$ cat config.mk
export PLATFORM = sky130hd
export DESIGN_NAME = sprite_table
export DESIGN_NICKNAME = d
export VERILOG_FILES = /design/src/rtl/sprite_pkg.sv /design/src/rtl/sprite_bank.sv /design/src/rtl/sprite_table.sv
export SDC_FILE = /design/constraint.sdc
export NUM_CORES = 1
export LEC_CHECK = 0
export BUFFER_PORTS_ARGS = -buffer_cell sky130_fd_sc_hd__buf_4
export CORE_MARGIN = 5
export CORE_UTILIZATION = 52
export CTS_BUF_LIST = sky130_fd_sc_hd__clkbuf_2 sky130_fd_sc_hd__clkbuf_4 sky130_fd_sc_hd__clkbuf_8
export CTS_CLUSTER_SIZE = 16
export DETAILED_ROUTE_END_ITERATION = 8
export GPL_TIMING_DRIVEN = 0
export PLACE_DENSITY = 0.67
export SLEW_MARGIN = 5
export SYNTH_ARGS = -nofsm -noshare
export SYNTH_HDL_FRONTEND = slang
export SYNTH_SLANG_ARGS = --single-unit
$ cat constraint.sdc
create_clock -name clock -period 31.1 [get_ports clock]
set_clock_uncertainty 0.1 [all_clocks]
set_input_delay 6.22 -clock clock [delete_from_list [all_inputs] [get_ports clock]]
set_output_delay 6.22 -clock clock [all_outputs]
set_load 0.02 [all_outputs]
$ cat src/rtl/sprite_pkg.sv
// sprite_pkg: shared address map, field/state encodings and decode helper
// for the sprite attribute table.
package sprite_pkg;

  localparam logic [3:0]  SPR_REGION          = 4'h1;
  localparam logic [15:0] SPR_CTRL_ADDR       = 16'h2000;
  localparam int unsigned CTRL_COMMIT_BIT     = 0;
  localparam int unsigned CTRL_CLEAR_DROP_BIT = 1;

  typedef enum logic [1:0] {
    FIELD_X     = 2'd0,
    FIELD_Y     = 2'd1,
    FIELD_TILE  = 2'd2,
    FIELD_FLAGS = 2'd3
  } field_e;

  typedef enum logic {
    IDLE = 1'b0,
    COPY = 1'b1
  } state_e;

  // True when addr falls in the sprite window with all bits above the
  // sprite index clear.
  function automatic logic is_sprite_addr(input logic [15:0] addr,
                                          input int unsigned idx_w);
    logic [11:0] upper;
    upper = addr[11:0] >> (2 + idx_w);
    return (addr[15:12] == SPR_REGION) && (upper == '0);
  endfunction

endpackage

$ cat src/rtl/sprite_bank.sv
// sprite_bank: 4*NUM_SPRITES x 16 register array, async-cleared, with one
// write port, one combinational read port and one registered read port.
module sprite_bank #(
  parameter  int unsigned NUM_SPRITES = 8,
  localparam int unsigned AW          = $clog2(NUM_SPRITES) + 2,
  localparam int unsigned DEPTH       = 4 * NUM_SPRITES
) (
  input  logic          clock,
  input  logic          reset,
  input  logic          we,
  input  logic [AW-1:0] wr_addr,
  input  logic [15:0]   wr_data,
  input  logic [AW-1:0] comb_addr,
  output logic [15:0]   comb_data,
  input  logic [AW-1:0] rd_addr,
  output logic [15:0]   rd_data
);

  logic [15:0] mem [DEPTH];

  // Storage array: cleared on reset, single write port.
  always_ff @(posedge clock or posedge reset) begin
    if (reset) begin
      for (int unsigned i = 0; i < DEPTH; i++) begin
        mem[i] <= '0;
      end
    end else if (we) begin
      mem[wr_addr] <= wr_data;
    end
  end

  assign comb_data = mem[comb_addr];

  // Registered read port.
  always_ff @(posedge clock or posedge reset) begin
    if (reset) begin
      rd_data <= '0;
    end else begin
      rd_data <= mem[rd_addr];
    end
  end

endmodule

$ cat src/rtl/sprite_table.sv
// sprite_table: memory-write responder feeding a sprite attribute table.
// Build option SPRITE_DOUBLE_BUFFER_EN: CPU writes go to a shadow bank that
// is copied to the active bank during vblank after a commit request.
// Without it, writes go straight to the active bank.
import sprite_pkg::*;

module sprite_table #(
  parameter  int unsigned NUM_SPRITES = 8,
  localparam int unsigned IDX_W       = $clog2(NUM_SPRITES)
) (
  input  logic             clock,
  input  logic             reset,
  input  logic             write,
  input  logic [15:0]      wr_addr,
  input  logic [15:0]      wr_data,
  input  logic             vblank,
  input  logic [IDX_W-1:0] rd_index,
  input  logic [1:0]       rd_field,
  output logic [15:0]      rd_data,
  output logic             commit_pending,
  output logic             busy,
  output logic             dropped,
  output logic [7:0]       commit_count
);

  localparam int unsigned AW    = IDX_W + 2;
  localparam int unsigned WORDS = 4 * NUM_SPRITES;

  field_e          wr_field;
  logic [AW-1:0]   wr_word;
  logic [AW-1:0]   rd_word;
  logic            spr_hit;
  logic [15:0]     unused_active_comb;

  assign wr_field = field_e'(wr_addr[1:0]);
  assign wr_word  = {wr_addr[IDX_W+1:2], wr_field};
  assign rd_word  = {rd_index, rd_field};
  assign spr_hit  = write && is_sprite_addr(wr_addr, IDX_W);

`ifdef SPRITE_DOUBLE_BUFFER_EN

  state_e          state;
  state_e          state_next;
  logic [AW-1:0]   k;
  logic            copy_last;
  logic            copy_start;
  logic            ctrl_hit;
  logic [15:0]     shadow_word;
  logic [15:0]     unused_shadow_rd;

  assign ctrl_hit  = write && (wr_addr == SPR_CTRL_ADDR);
  assign copy_last = (k == AW'(WORDS - 1));

  // State register.
  always_ff @(posedge clock or posedge reset) begin
    if (reset) begin
      state <= IDLE;
    end else begin
      state <= state_next;
    end
  end

  // Next-state: start on vblank with a registered pending commit, finish
  // after the last word.
  always_comb begin
    state_next = state;
    case (state)
      IDLE:    if (vblank && commit_pending) state_next = COPY;
      COPY:    if (copy_last)                state_next = IDLE;
      default: state_next = IDLE;
    endcase
  end

  // FSM outputs.
  always_comb begin
    busy       = (state == COPY);
    copy_start = (state == IDLE) && vblank && commit_pending;
  end

  // Copy counter, commit/drop flags and completed-copy counter.
  // A commit request arriving on the cycle a copy starts survives as a new
  // pending request rather than being absorbed by the starting copy.
  always_ff @(posedge clock or posedge reset) begin
    if (reset) begin
      k              <= '0;
      commit_pending <= 1'b0;
      dropped        <= 1'b0;
      commit_count   <= '0;
    end else begin
      if (copy_start) begin
        k <= '0;
      end else if (busy) begin
        k <= k + 1'b1;
      end

      if (ctrl_hit && wr_data[CTRL_COMMIT_BIT]) begin
        commit_pending <= 1'b1;
      end else if (copy_start) begin
        commit_pending <= 1'b0;
      end

      if (spr_hit && busy) begin
        dropped <= 1'b1;
      end else if (ctrl_hit && wr_data[CTRL_CLEAR_DROP_BIT]) begin
        dropped <= 1'b0;
      end

      if (busy && copy_last) begin
        commit_count <= commit_count + 8'd1;
      end
    end
  end

  sprite_bank #(.NUM_SPRITES(NUM_SPRITES)) u_shadow (
    .clock     (clock),
    .reset     (reset),
    .we        (spr_hit && !busy),
    .wr_addr   (wr_word),
    .wr_data   (wr_data),
    .comb_addr (k),
    .comb_data (shadow_word),
    .rd_addr   (rd_word),
    .rd_data   (unused_shadow_rd)
  );

  sprite_bank #(.NUM_SPRITES(NUM_SPRITES)) u_active (
    .clock     (clock),
    .reset     (reset),
    .we        (busy),
    .wr_addr   (k),
    .wr_data   (shadow_word),
    .comb_addr (AW'(0)),
    .comb_data (unused_active_comb),
    .rd_addr   (rd_word),
    .rd_data   (rd_data)
  );

`else

  assign commit_pending = 1'b0;
  assign busy           = 1'b0;
  assign dropped        = 1'b0;

  // Frame counter: one step per vblank.
  always_ff @(posedge clock or posedge reset) begin
    if (reset) begin
      commit_count <= '0;
    end else if (vblank) begin
      commit_count <= commit_count + 8'd1;
    end
  end

  sprite_bank #(.NUM_SPRITES(NUM_SPRITES)) u_active (
    .clock     (clock),
    .reset     (reset),
    .we        (spr_hit),
    .wr_addr   (wr_word),
    .wr_data   (wr_data),
    .comb_addr (AW'(0)),
    .comb_data (unused_active_comb),
    .rd_addr   (rd_word),
    .rd_data   (rd_data)
  );

`endif

endmodule

# ---- Word-level counts from Yosys, hierarchy flattened
# Index checks and enable logic that the tools add are counted.
dict set report classes {
  n_reduce_logical 4
  magnitude_cmp 3
  addsub 1
  bitwise_logic 2
  n_mux 6
  n_eq_ne 1
}
# cell count
set op_table {}
lappend op_table {{bitwise mux 512 bit} 1}
lappend op_table {{binary-select mux 16 bit (select 5 bit)} 1}
lappend op_table {{demux 16 bit (select 5 bit)} 1}
lappend op_table {{two-way mux 16 bit} 3}
lappend op_table {{greater-or-equal comparator 6 bit (second input constant)} 2}
lappend op_table {{zero test 12 bit} 1}
lappend op_table {{NOT 5 -> 6 bit} 2}
lappend op_table {{adder 8 x 1 -> 8 bit (second input constant)} 1}
lappend op_table {{< comparator 6 x 1 -> 1 bit (second input constant)} 1}
lappend op_table {{equality test 4 x 1 -> 1 bit (second input constant)} 1}
lappend op_table {{logical AND 1 bit} 3}
dict set report totals {
  reg_bits 536
  word_cells 51
  out_inout_bits 27
  in_bits 41
}

# ---- Depth between registers and ports, before layout
dict set report logic_depth {
  word_depth 6
  mapped_depth 8
  mapped_depth_nobuf 5
}

# ---- Cells and area by module
# From an unflattened synthesis, not the netlist that was laid out.
dict set report unflattened {
  cells_unflattened 2350
  area_unflattened_um2 29505.8
}
# module cells_each instances area_each_um2 seq_area_each_um2
set modules_own_cells {}
lappend modules_own_cells {sprite_bank 2316 1 29116.7 13212.7}
lappend modules_own_cells {sprite_table 34 1 389.1 200.2}

# ---- Least setup slack after synthesis
# Ideal clock, no wire load.
dict set report synth_timing {
  path_kind {input-to-reg}
  startpoint {input wr_addr[14]}
  endpoint {register u_active.mem[48] (netlist bit)}
  setup_slack_ns 22.894
  setup_ns 0.128
  arrival_time_ns 7.979
  t_required_ns 30.872
  path_buffers 3
  cell_stages 7
  cell_sequence {or4b_1 > buf_2 > or3_1 > buf_6 > nor2_8 > buf_6 > mux2_1}
}
dict set report synth_between {
  elab_chain_cells 3
}
# item line_no
set synth_rtl {}
lappend synth_rtl {{start: declaration} sprite_table.sv:14} ;# input logic [15:0] wr_addr,
lappend synth_rtl {{equality test 4 x 1 -> 1 bit} sprite_pkg.sv:28} ;# return (addr[15:12] == SPR_REGION) && (upper == '0);
lappend synth_rtl {{logical AND 1 bit} sprite_pkg.sv:28}
lappend synth_rtl {{logical AND 1 bit} sprite_table.sv:38} ;# assign spr_hit = write && is_sprite_addr(wr_addr, IDX_W);
lappend synth_rtl {{end signal: indexed assignment} sprite_bank.sv:28} ;# mem[wr_addr] <= wr_data;
lappend synth_rtl {{end: declaration} sprite_bank.sv:19} ;# logic [15:0] mem [DEPTH];
# Every way passes these cells.
# A chain may end at the register's enable or synchronous reset.

# ---- Worst setup path after layout
dict set report layout_timing {
  startpoint {input rd_field[0]}
  endpoint {register u_active.rd_data[0]}
}
dict set report layout_between {
  elab_chain_cells 4
}
# item line_no
set layout_rtl {}
lappend layout_rtl {{start: declaration} sprite_table.sv:18} ;# input logic [1:0] rd_field,
lappend layout_rtl {{NOT 5 -> 6 bit (not written as such)} sprite_bank.sv:39} ;# rd_data <= mem[rd_addr];
lappend layout_rtl {{binary-select mux 16 bit (select 5 bit)} sprite_bank.sv:39}
lappend layout_rtl {{two-way mux 16 bit (not written as such) (2 in series)} sprite_bank.sv:39}
lappend layout_rtl {{end signal: assignment} sprite_bank.sv:39}
lappend layout_rtl {{end: declaration} sprite_bank.sv:16} ;# output logic [15:0] rd_data
# Every way passes these cells. The select of a mux whose other input is x is not followed.

==> summary.md <==
| Metric | Value |
|---|---|
| XOR/XNOR share of the synthesized area | `0.00249` |
| Core box area | `46,800 um2` |
| Initial antenna violation count | `1` |
| Met2 global-route usage | `0.392` |
| Yosys top cell area share | `0.544` |
| Most instantiated cells after synthesis | `536 x dfrtp_1, 467 x mux2_2, 256 x mux2i_1` |
| CP delay by family, top | `buffers and inverters` |
| LEAKAGE | `14.3 nW` |
| Top FF cell, synth | `dfrtp_1` |
| Logic gate share of total power | `0.076` |
| Slowest library cell on the worst path | `clkbuf_1` |
| Seq pwr share | `0.482` |
| Share of cells above drive strength 1 | `0.380` |
| RSZ-0062 raised after global routing | `no` |
| H-tree level count | `3` |
| Int Pwr | `1.12 mW` |
| Power density over the cells | `52.9 nW/um2` |
| Finished Cell Area | `27,900 um2` |
| CTS Hold Bufs | `0` |
| Final setup vio count | `0` |
| Register bit total from synthesis | `536` |
| Total number of vias | `15.2k` |
| Grt met1 use | `0.353` |
| EDFF count, synth | `0` |
| Initial Util | `0.527` |
| Crit. End Element | `register` |
| Relative slew slack | `0.261` |
| Final period util | `0.277` |
| Clock slew at reported path FFs | `0.06 ns` |
| Die width | `228 um` |
| Residual DRC | `0` |
| Post-synthesis adder-cell area fraction | `0.000508` |
| Cell Chain, Critical Path | `buf_4, nor2_1, clkbuf_1, clkbuf_1, a22oi_1, nand3_1, nand3_1` |
| Hold_ws | `0.384 ns` |
| First-pass GRT wire length | `96.7 mm` |
| Post-synthesis mux area share | `0.339` |
| DIE AREA | `51,800 um2` |
| Number of cell rows | `79` |
| Async SR Flop Fraction | `1.00` |
| Hold Crit Class | `register to register` |
| Post-DRT Antenna Nets | `0` |
| Largest family of logic cells by synthesized area | `multiplexers` |
| Max-slew violations | `0` |
| Clk_lat worst skew | `0.66 ns` |
| Largest net degree at the start of global routing | `115` |
| Overflow after GRT | `0` |
| Initial drt markers | `1,122` |
| DRT Pass-1 Iters | `5` |
| Synth area leader | `dfrtp_1` |
| WP data arrival | `8.97 ns` |
| Power Total | `1.47 mW` |
| Compound-gate portion of the synthesized area | `0.0414` |
| # diodes | `0` |
| Status | `complete, no violations` |
| Critical path required time | `31.46 ns` |
| Post-route setup TNS | `0 ns` |
| CTS tree | `yes` |
| Critical path startpoint category | `input pin` |
| Synth Cell Area | `24,600 um2` |
| DP Worst Slack | `21.86 ns` |
| DR vias/cell | `5.80` |
| Placed cell area | `26,000 um2` |
| Peak supply drop | `0.0000406 V` |
| Cell variety after synth | `46` |
| CTS resizes | `0` |
| Layout area overhead | `13.1%` |
| Gate Count Post-Synth | `1,783` |
| CP Buf/Inv Count | `3` |
| YS warnings | `0` |
| Vias in the first global route | `16.1k` |
| Port-buffer cells | `61` |
| Final Hold Viols | `0` |
| Clock Power Share | `0.442` |
| Max Root-Sink Buffers | `3` |
| Final GP Congestion | `0.877` |
| Avg Cell Area, Syn | `13.8 um2` |
| Gr busiest metal | `met2` |
| FMAX | `116 MHz` |
| Synth area leaders | `dfrtp_1 54%, mux2_2 21%, mux2i_1 10%` |
| Worst Tran Pin Value | `1.11 ns` |
| Maxcap violations | `0` |
| Met3 Usage GRT | `0.0363` |
| Tmin final | `8.61 ns` |
| Most common cell in the netlist | `dfrtp_1` |
| DIE HEIGHT | `228 um` |
| Net Switching | `358 uW` |
| Dpl hpwl | `45.6 mm` |
| Io pins | `68` |
| WL per Instance | `24.0 um` |
| Simple-gate portion of the synthesized area | `0.0426` |
| Post-Route WL | `62.5 mm` |
| Sw Share | `0.243` |
| Total CTS buffers | `89` |
| GRT Total Usage | `0.246` |
| Setup Buffers After CTS | `0` |
| Final worst slack | `22.49 ns` |
| WS Path Type | `input pin to register` |
| Register area share after synthesis | `0.544` |
| Critical Path Fanout Max | `10` |
| Root Buffer | `clkbuf_8` |
| Slowest stage delay, CP | `0.76 ns` |
| Post-layout net count | `1,983` |
| CTS sink cnt | `536` |
==> layout make-up <==
| cell class | instances | area [um2] |
|---|---|---|
| well taps | 607 | 759 |
| multi-input cells | 1094 | 10500 |
| plain buffers | 154 | 731 |
| repair buffers | 65 | 568 |
| fillers | 3718 | 18900 |
| clock buffers | 143 | 1770 |
| inverters | 1 | 11.3 |
| flip-flops and latches | 536 | 13400 |
| clock inverters | 11 | 125 |
==> registers in the layout, summed over array words and instances (netlist names) <==
register	flops
commit_count	8
u_active.mem	512
u_active.rd_data	16
==> power groups by stage <==
stage               combinational (mW)  sequential [mW]  clock (mW)
floorplan                       0.0563            0.731           0
global placement                 0.110            0.724           0
detailed placement               0.113            0.723           0
CTS                              0.113            0.711       0.668
global route                     0.121            0.711       0.700
finish                           0.112            0.711       0.651
==> layer usage <==
layer,vias to the layer above,share of wire,wire length [um]
met5,-,0.00021,13
met4,2,0.024,1470
met3,98,0.054,3360
met2,369,0.47,29500
met1,7868,0.45,28200
li1,6813,-,-
==> path summary, 6_finish.rpt <==
kind	depth (start not counted)	slack (ns)	end	start
worst max register to register	5	29.38	u_active.rd_data[8]	u_active.mem[472]
worst min register to register	1	0.38	u_active.mem[436]	u_active.mem[436]
max in group asynchronous	4	23.73	u_active.mem[274]	reset
min in group asynchronous	2	5.64	u_active.mem[508]	reset
worst max-delay path	7	22.49	u_active.rd_data[0]	rd_field[0]
worst min-delay path	1	0.38	u_active.mem[436]	u_active.mem[436]
==> per-stage QoR <==
step / util / cells
after floorplan: - / 1785
after global placement: 0.553 / 2453
after detailed placement: 0.556 / 2457
after CTS: 0.596 / 2611
after global routing: 0.596 / 2611
final: 0.596 / 2611
==> logic make-up after synthesis <==
group                    count (synthesis)
AO/OA/AOI/OAI                          144
flip-flops                             536
adder cells (fa/ha/maj)                  1
other                                    1
buffers and inverters                  155
XOR/XNOR                                 7
multiplexers                           769
AND/OR/NAND/NOR                        170
==> cell usage in the layout (no fill, tap or decap), drive strengths merged <==
cell,n
mux2i,256
conb,3
nor4,1
and2,1
nor2,24
clkinv,3
bufinv,2
or2,4
xor2,1
or3,1
buf,126
clkinvlp,4
and3,3
or4b,1
inv,3
nor3,18
a22oi,64
clkbuf,236
mux2,513
nor2b,2
nand2b,5
nor3b,2
a21oi,32
xnor2,6
nand3,34
a31oi,16
a22o,32
ha,1
nand4b,1
dfrtp,536
nand3b,2
nand2,50
nor4b,2
nand4,19
Power figures use the tool's default switching activity.
